==> src/rtl/pheromone_writer_pkg.sv <==
// Shared grid parameters and FSM state type for the pheromone writer.
// Grid cells are addressed as {Y,X}.
package pheromone_writer_pkg;

    localparam int X_bits      = 4;
    localparam int Y_bits      = 4;
    localparam int SIGNAL_bits = 8;
    localparam int ADDR_bits   = X_bits + Y_bits;

    typedef enum logic [2:0] {
        IDLE   = 3'd0,
        SCAN   = 3'd1,
        READ   = 3'd2,
        MODIFY = 3'd3,
        WRITE  = 3'd4,
        FLAG   = 3'd5
    } pw_state_t;

endpackage

==> src/rtl/pheromone_writer_sat_add.sv <==
// Unsigned adder that clamps to all-ones instead of wrapping.
// The carry out of a WIDTH+1 bit sum selects the clamp.
module sat_add #(
    parameter int WIDTH = 8
) (
    input  logic [WIDTH-1:0] a,
    input  logic [WIDTH-1:0] b,
    output logic [WIDTH-1:0] sum
);

    logic [WIDTH:0] full;

    assign full = {1'b0, a} + {1'b0, b};
    assign sum  = full[WIDTH] ? {WIDTH{1'b1}} : full[WIDTH-1:0];

endmodule

==> src/rtl/pheromone_writer.sv <==
// Per-turn pheromone deposit: scans ants and does a saturating RMW per carrier.
// Define PHER_STATS_EN to enable the sugar_delivered counter.
module pheromone_writer
    import pheromone_writer_pkg::*;
#(
    parameter int                     NUM_ANTS = 8,
    parameter logic [SIGNAL_bits-1:0] DEPOSIT  = 4
) (
    input  logic                                game_clk,
    input  logic                                RESET,
    input  logic                                start,
    input  logic [NUM_ANTS-1:0][X_bits-1:0]     ant_X,
    input  logic [NUM_ANTS-1:0][Y_bits-1:0]     ant_Y,
    input  logic [NUM_ANTS-1:0]                 ant_mouthFull,
    input  logic [NUM_ANTS-1:0]                 ant_dropping,
    output logic [ADDR_bits-1:0]                mem_addr,
    output logic                                mem_rd_en,
    input  logic [SIGNAL_bits-1:0]              mem_rd_data,
    output logic                                mem_wr_en,
    output logic [SIGNAL_bits-1:0]              mem_wr_data,
    output logic                                busy,
    output logic                                global_writing_flag,
    output logic [15:0]                         sugar_delivered
);

    localparam int IDX_W = (NUM_ANTS > 1) ? $clog2(NUM_ANTS) : 1;
    localparam logic [IDX_W-1:0] LAST_IDX = IDX_W'(NUM_ANTS - 1);

    pw_state_t              state;
    pw_state_t              state_next;
    logic [IDX_W-1:0]       idx;
    logic [IDX_W-1:0]       idx_next;
    logic [SIGNAL_bits-1:0] new_val;
    logic [SIGNAL_bits-1:0] dep_sum;
    logic [ADDR_bits-1:0]   cur_addr;
    logic                   last;

    assign cur_addr = {ant_Y[idx], ant_X[idx]};
    assign last     = (idx == LAST_IDX);

    sat_add #(
        .WIDTH (SIGNAL_bits)
    ) u_dep (
        .a   (mem_rd_data),
        .b   (DEPOSIT),
        .sum (dep_sum)
    );

    always_ff @(posedge game_clk or posedge RESET) begin
        if (RESET) begin
            state   <= IDLE;
            idx     <= '0;
            new_val <= '0;
        end else begin
            state <= state_next;
            idx   <= idx_next;
            if (state == MODIFY) begin
                new_val <= dep_sum;
            end
        end
    end

    // Strobes decode from state alone so reset can never leave a late write.
    always_comb begin
        state_next          = state;
        idx_next            = idx;
        mem_addr            = '0;
        mem_rd_en           = 1'b0;
        mem_wr_en           = 1'b0;
        mem_wr_data         = '0;
        global_writing_flag = 1'b0;
        unique case (state)
            IDLE: begin
                if (start) begin
                    idx_next   = '0;
                    state_next = SCAN;
                end
            end
            SCAN: begin
                if (ant_mouthFull[idx]) begin
                    state_next = READ;
                end else if (last) begin
                    state_next = FLAG;
                end else begin
                    idx_next = idx + 1'b1;
                end
            end
            READ: begin
                mem_addr   = cur_addr;
                mem_rd_en  = 1'b1;
                state_next = MODIFY;
            end
            MODIFY: begin
                state_next = WRITE;
            end
            WRITE: begin
                mem_addr    = cur_addr;
                mem_wr_en   = 1'b1;
                mem_wr_data = new_val;
                if (last) begin
                    state_next = FLAG;
                end else begin
                    idx_next   = idx + 1'b1;
                    state_next = SCAN;
                end
            end
            FLAG: begin
                global_writing_flag = 1'b1;
                idx_next            = '0;
                state_next          = IDLE;
            end
            default: begin
                state_next = IDLE;
            end
        endcase
    end

    assign busy = (state != IDLE);

`ifdef PHER_STATS_EN
    logic [15:0] cnt;
    logic [15:0] cnt_inc;

    sat_add #(
        .WIDTH (16)
    ) u_cnt (
        .a   (cnt),
        .b   (16'd1),
        .sum (cnt_inc)
    );

    always_ff @(posedge game_clk or posedge RESET) begin
        if (RESET) begin
            cnt <= '0;
        end else if (state == SCAN && ant_dropping[idx]) begin
            cnt <= cnt_inc;
        end
    end

    assign sugar_delivered = cnt;
`else
    logic unused_dropping;

    assign unused_dropping = ^ant_dropping;
    assign sugar_delivered = '0;
`endif

endmodule
==> config.mk <==
export PLATFORM = sky130hd
export DESIGN_NAME = pheromone_writer
export DESIGN_NICKNAME = d
export VERILOG_FILES = /design/src/rtl/pheromone_writer_pkg.sv /design/src/rtl/pheromone_writer_sat_add.sv /design/src/rtl/pheromone_writer.sv
export SDC_FILE = /design/constraint.sdc
export NUM_CORES = 1
export LEC_CHECK = 0
export CAP_MARGIN = 10
export CORE_MARGIN = 2
export CORE_UTILIZATION = 35
export DETAILED_ROUTE_END_ITERATION = 7
export GPL_TIMING_DRIVEN = 1
export PLACE_DENSITY = 0.94
export REMOVE_ABC_BUFFERS = 1
export SLEW_MARGIN = 20
export SYNTH_ARGS = -nofsm -noshare
export SYNTH_HDL_FRONTEND = slang
export SYNTH_SLANG_ARGS = --single-unit
==> constraint.sdc <==
create_clock -name game_clk -period 3 [get_ports game_clk]
set_input_delay 0.6 -clock game_clk [delete_from_list [all_inputs] [get_ports game_clk]]
set_output_delay 0.6 -clock game_clk [all_outputs]
set_load 0.01 [all_outputs]
# Word level (Yosys, flattened, before mapping)
# Cells that the tools add are included.
# Widths: inputs -> output; s select.
op_classes:
  add_sub_neg: 2
  n_mul: 0
  n_div: 0
  order_cmp: 1
  eq_ne: 9
  shifts: 0
  mux: 21
  bitwise_logic: 0
  n_reduce_logical: 6
op_table:
  columns: ["cell", "count"]
  rows:
  - ["$bmux 4 s3", 2]
  - ["$mux 8", 3]
  - ["$mux 3", 7]
  - ["$pmux 3 s5", 1]
  - ["$pmux 3 s4", 1]
  - ["$add 8x3->9 const B", 1]
  - ["$eq 3x3->1 const B", 3]
  - ["$mux 4", 2]
  - ["$eq 3x2->1 const B", 2]
  - ["$lt 3x4->1 const B", 1]
  - ["$mux 1", 4]
  - ["$ne 2x2->1 const B", 2]
  - ["$reduce_bool 4->1", 1]
  - ["$add 3x1->3 const B", 1]
  - ["$bmux 1 s3", 1]
  - ["$eq 3x1->1 const B", 1]
  - ["$logic_not 3->1", 1]
  - ["$ne 3x3->1 const B", 1]
  - ["$reduce_and 3->1", 1]
  - ["$reduce_bool 3->1", 1]
  - ["$reduce_and 2->1", 1]
  - ["$reduce_or 2->1", 1]
word_totals:
  register_bits: 14
  latch_bits: 0
  ram_bits: 0
  romBits: 0
  memories: 0

# Longest topological paths before layout
depth:
  word_depth: 4
  depth_mapped: 7
  depth_no_buf: 7

# Modules after synthesis
# A second synthesis with hierarchy kept.
hier_totals:
  hier_cells: 176
  area_unflattened_um2: 1835.5
by_module_without_submodules:
  columns: ["module", "instances", "cells_each", "area_each_um2"]
  rows:
  - ["pheromone_writer", 1, 128, 1451.4]
  - ["sat_add", 1, 48, 384.1]

# Worst setup path after synthesis
# Ideal clock, no wire load.
synth_path:
  path_kind: "reg-to-output"
  startpoint: "register idx[0]"
  endpoint: "output port mem_addr[1]"
  arrival_time_ns: 1.524
  setup_slack_ns: 0.876
  path_stages_with_launch: 6
  path_cell_list: "dfrtp_1 -> buf_6 -> buf_2 -> mux4_2 -> mux2i_1 -> nor2_1"
synth_between:
  elab_chain_cells: 3
synth_rtl:
  columns: ["item", "line", "text"]
  rows:
  - ["from (decl)", "pheromone_writer.sv:31", "logic [IDX_W-1:0] idx;"]
  - ["from (signal assigned)", "pheromone_writer.sv:56", "idx <= idx_next;"]
  - ["$bmux 4 s3", "pheromone_writer.sv:38", "assign cur_addr = {ant_Y[idx], ant_X[idx]};"]
  - ["$mux 4 (not written as such)", "pheromone_writer.sv:38", null]
  - ["$mux 8", "pheromone_writer.sv:72", "unique case (state)"]
  - ["to (decl)", "pheromone_writer.sv:16", "output logic [ADDR_bits-1:0] mem_addr,"]
# Every way passes these cells. The select of a mux whose other input is x is not followed.

# Worst setup path after layout
layout_path:
  startpoint: "input port ant_Y[23] in the netlist's numbering"
  endpoint: "output port mem_addr[7]"
layout_between:
  elab_chain_cells: 3
layout_rtl:
  columns: ["item", "line", "text"]
  rows:
  - ["from (decl)", "pheromone_writer.sv:13", "input logic [NUM_ANTS-1:0][Y_bits-1:0] ant_Y,"]
  - ["$bmux 4 s3", "pheromone_writer.sv:38", null]
  - ["$mux 4 (not written as such)", "pheromone_writer.sv:38", null]
  - ["$mux 8", "pheromone_writer.sv:72", null]
# Every way passes these cells. The select of a mux whose other input is x is not followed.

==> key figures <==
Run status
  • Status: finished, final reports clean

Final layout
  • FILL cells: between 300 and 400
  • Most common cell after layout, fill and taps aside: clkdlybuf4s50_1
  • Final nets: 338
  • Area growth from synthesis to layout: 69.73%
  • Most frequent cells in the layout: clkdlybuf4s50_1 (102), conb_1 (16), dfrtp_1 (14)
  • Util after Layout: 0.6268
  • # diodes: 0
  • Layout cells sized above 1: 0.1029

Logic synthesis
  • Post-synth EDFFs: 0
  • Asr flop ratio synth: 1.000
  • Syn avg cell area: 10.48 um^2
  • Top cell type's share of synthesized area: 0.2322
  • Netlist cell types: 35
  • Most used DFF post-synth: dfrtp_1
  • Synthesis Warnings: 0
  • Register area share after synthesis: 0.2322
  • Synthesized instance count: 144
  • Synth area leader: dfrtp_1
  • Largest cells by area after synthesis: dfrtp_1 (23%), mux4_2 (18%), mux4_1 (10%), buf_4 (8.0%), mux2i_1 (6.0%)
  • Post-Syn Area: 0.001509 mm^2
  • Seq cells post-synth: 14

Global routing
  • Initial antenna violation count: 0
  • Vias in the first global route: approximately 1,500
  • GRT Overall Usage: 0.1896
  • Aggregate global routing overflow: 0
  • Met1 usage: 0.2068
  • First-pass GRT wire length: 7389 um
  • Met2 Use GR: 0.3611
  • Grt met3 use: 0.03779
  • Largest net degree at the start of global routing: 20
  • Most Crowded Layer GR: met2

Clock network
  • Worst skew pair latency: between 200 and 300 ps
  • Hold_buf cts: 0
  • Bufs on Longest Clock Path: 2
  • Setup bufs post-CTS: 0
  • CTS resizes: 0
  • H-tree depth: 1
  • TritonCTS Buffers: 3
  • Root Driver: clkbuf_8
  • CTS tree: yes
  • Clock slew at reported path FFs: 60 ps
  • Sink Count: 14

Min path
  • Worst min-delay path class: flip-flop to flip-flop

STA
  • RSZ-0062 raised after global routing: false
  • Final setup TNS: 0 ps
  • Period utilization: 0.9484
  • Layout Skew: 3.481 ps
  • Final min period: 2845 ps
  • Hold WS: 483.4 ps
  • Max Clk Rate: 0.3515 GHz
  • # setup viols final: 0
  • Final hold vios: 0
  • Relative slew margins: 0.5974
  • Least-Margin Pin Slew: about 600 ps
  • Final Slew Violations: 0

Die
  • Boundary pin count: 127
  • Chip height: 69.66 um
  • Full die area: 0.004853 mm^2
  • Initial Util: 0.3693
  • Core Region: 0.004086 mm^2
  • Die W: 69.66 um
  • Std-Cell Rows: 23

Route
  • Via density: 5.119
  • Final ANT Viol Nets: 0
  • Drt total wl: 4628 um
  • Initial DRC Count: 35
  • Via Count: roughly 1,500
  • Remaining DRCs: 0
  • Count of TritonRoute iterations in the first routing pass: 5
  • Wirelength per Cell: 15.80 um

Power and ir drop
  • P_leak: 1.033 nW
  • P per Cell Area: roughly 560 mW/mm^2
  • Max VDD drop: 0.4203 mV

Placed design
  • Dpl hpwl: 3845 um
  • GP Congestion: 0.8568
  • IO Port Bufs: 102

Worst setup path
  • Setup CP Type: primary input to output pin
  • CP Data Arrival Time: approximately 2300 ps
  • CP startpoint kind: primary input
  • Element type at the critical path end: output pin
  • Critical-path maximum fanout: 1
  • Required @ worst endpoint: 2400 ps

Flow run
  • Max Cap Viol: 0
## metrics by stage
stage / instance area, um^2 / setup slack (ps) / power [mW] / cells
2_1_floorplan: 1400 / 653.2 / 0.8698 / 134
3_3_place_gp: 2506 / 209.1 / 1.222 / 289
5_1_grt: 2561 / 88.58 / 1.529 / 293
3_5_place_dp: 2506 / 149.7 / 1.254 / 289
4_1_cts: 2561 / 143.8 / 1.443 / 293
6_report: 2561 / 154.9 / 1.432 / 293
## routing by layer
metal  share of wire  wire length [um]
met1            0.37              1699
met5               0                 0
met4           0.027               126
met3           0.060               276
met2            0.55              2525
## worst paths after layout
| check | startpoint | to | slack [ps] | cells after the start |
|---|---|---|---|---|
| max in group asynchronous | RESET | idx[0] | 1960 | 2 |
| setup / recovery | ant_Y[23] | mem_addr[7] | 150 | 5 |
| min in group asynchronous | RESET | new_val[1] | 690 | 2 |
| hold / removal | new_val[7] | new_val[7] | 480 | 2 |
| setup reg to reg | idx[2] | idx[0] | 1030 | 5 |
| hold reg to reg | new_val[7] | new_val[7] | 480 | 2 |
## synth_stat cells, types with 2 or more instances
library cell  instances
buf_4                16
dfrtp_1              14
a22o_1                2
clkbuf_1              4
nor2_1               13
nand3_1               5
nand2b_1              3
o22a_1                3
and2_1                3
ha_1                  3
nor2b_1               2
o21ai_0               6
mux4_1                6
nand2_1               9
a21oi_1               5
buf_2                 3
mux4_2               12
and3_1                8
xor2_1                2
inv_1                 2
mux2i_1               9
## layout make-up
type | count | area (um^2) | share of cell area
Timing Repair Buffer | 105 | 1044 | 0.4074
Multi-Input combinational cell | 118 | 1042 | 0.4069
Sequential cell | 14 | 350.3 | 0.1368
Tap cell | 50 | 62.56 | 0.02443
Clock buffer | 4 | 55.05 | 0.02149
Inverter | 2 | 7.507 | 0.002931
## worst max-delay path, stage by stage
cell,delay (ps)
clkdlybuf4s50_1,430
mux4_1,520
mux2i_1,150
nor2_1,50
clkdlybuf4s50_1,510
## registers in the layout, indices dropped and copies added (netlist names)
name     cells
state        3
idx          3
new_val      8
## logic make-up after synthesis
family          Yosys count  synth area share
other cells               1          0.002485
fa+ha+maj                 3           0.02488
simple gates             50            0.1708
flops                    14            0.2322
mux                      29            0.3682
xor+xnor                  2           0.01161
buf+inv                  27            0.1144
compound gates           18           0.07546
## power by group
| group | switching, mW | internal (mW) | total (mW) | leakage (nW) |
|---|---|---|---|---|
| Clock | 0.0697 | 0.116 | 0.186 | 0.0288 |
| Sequential | 0.0704 | 0.269 | 0.340 | 0.171 |
| Combinational | 0.386 | 0.520 | 0.906 | 0.833 |
| Total | 0.526 | 0.906 | 1.43 | 1.03 |
(Power assumes the default switching activity.)
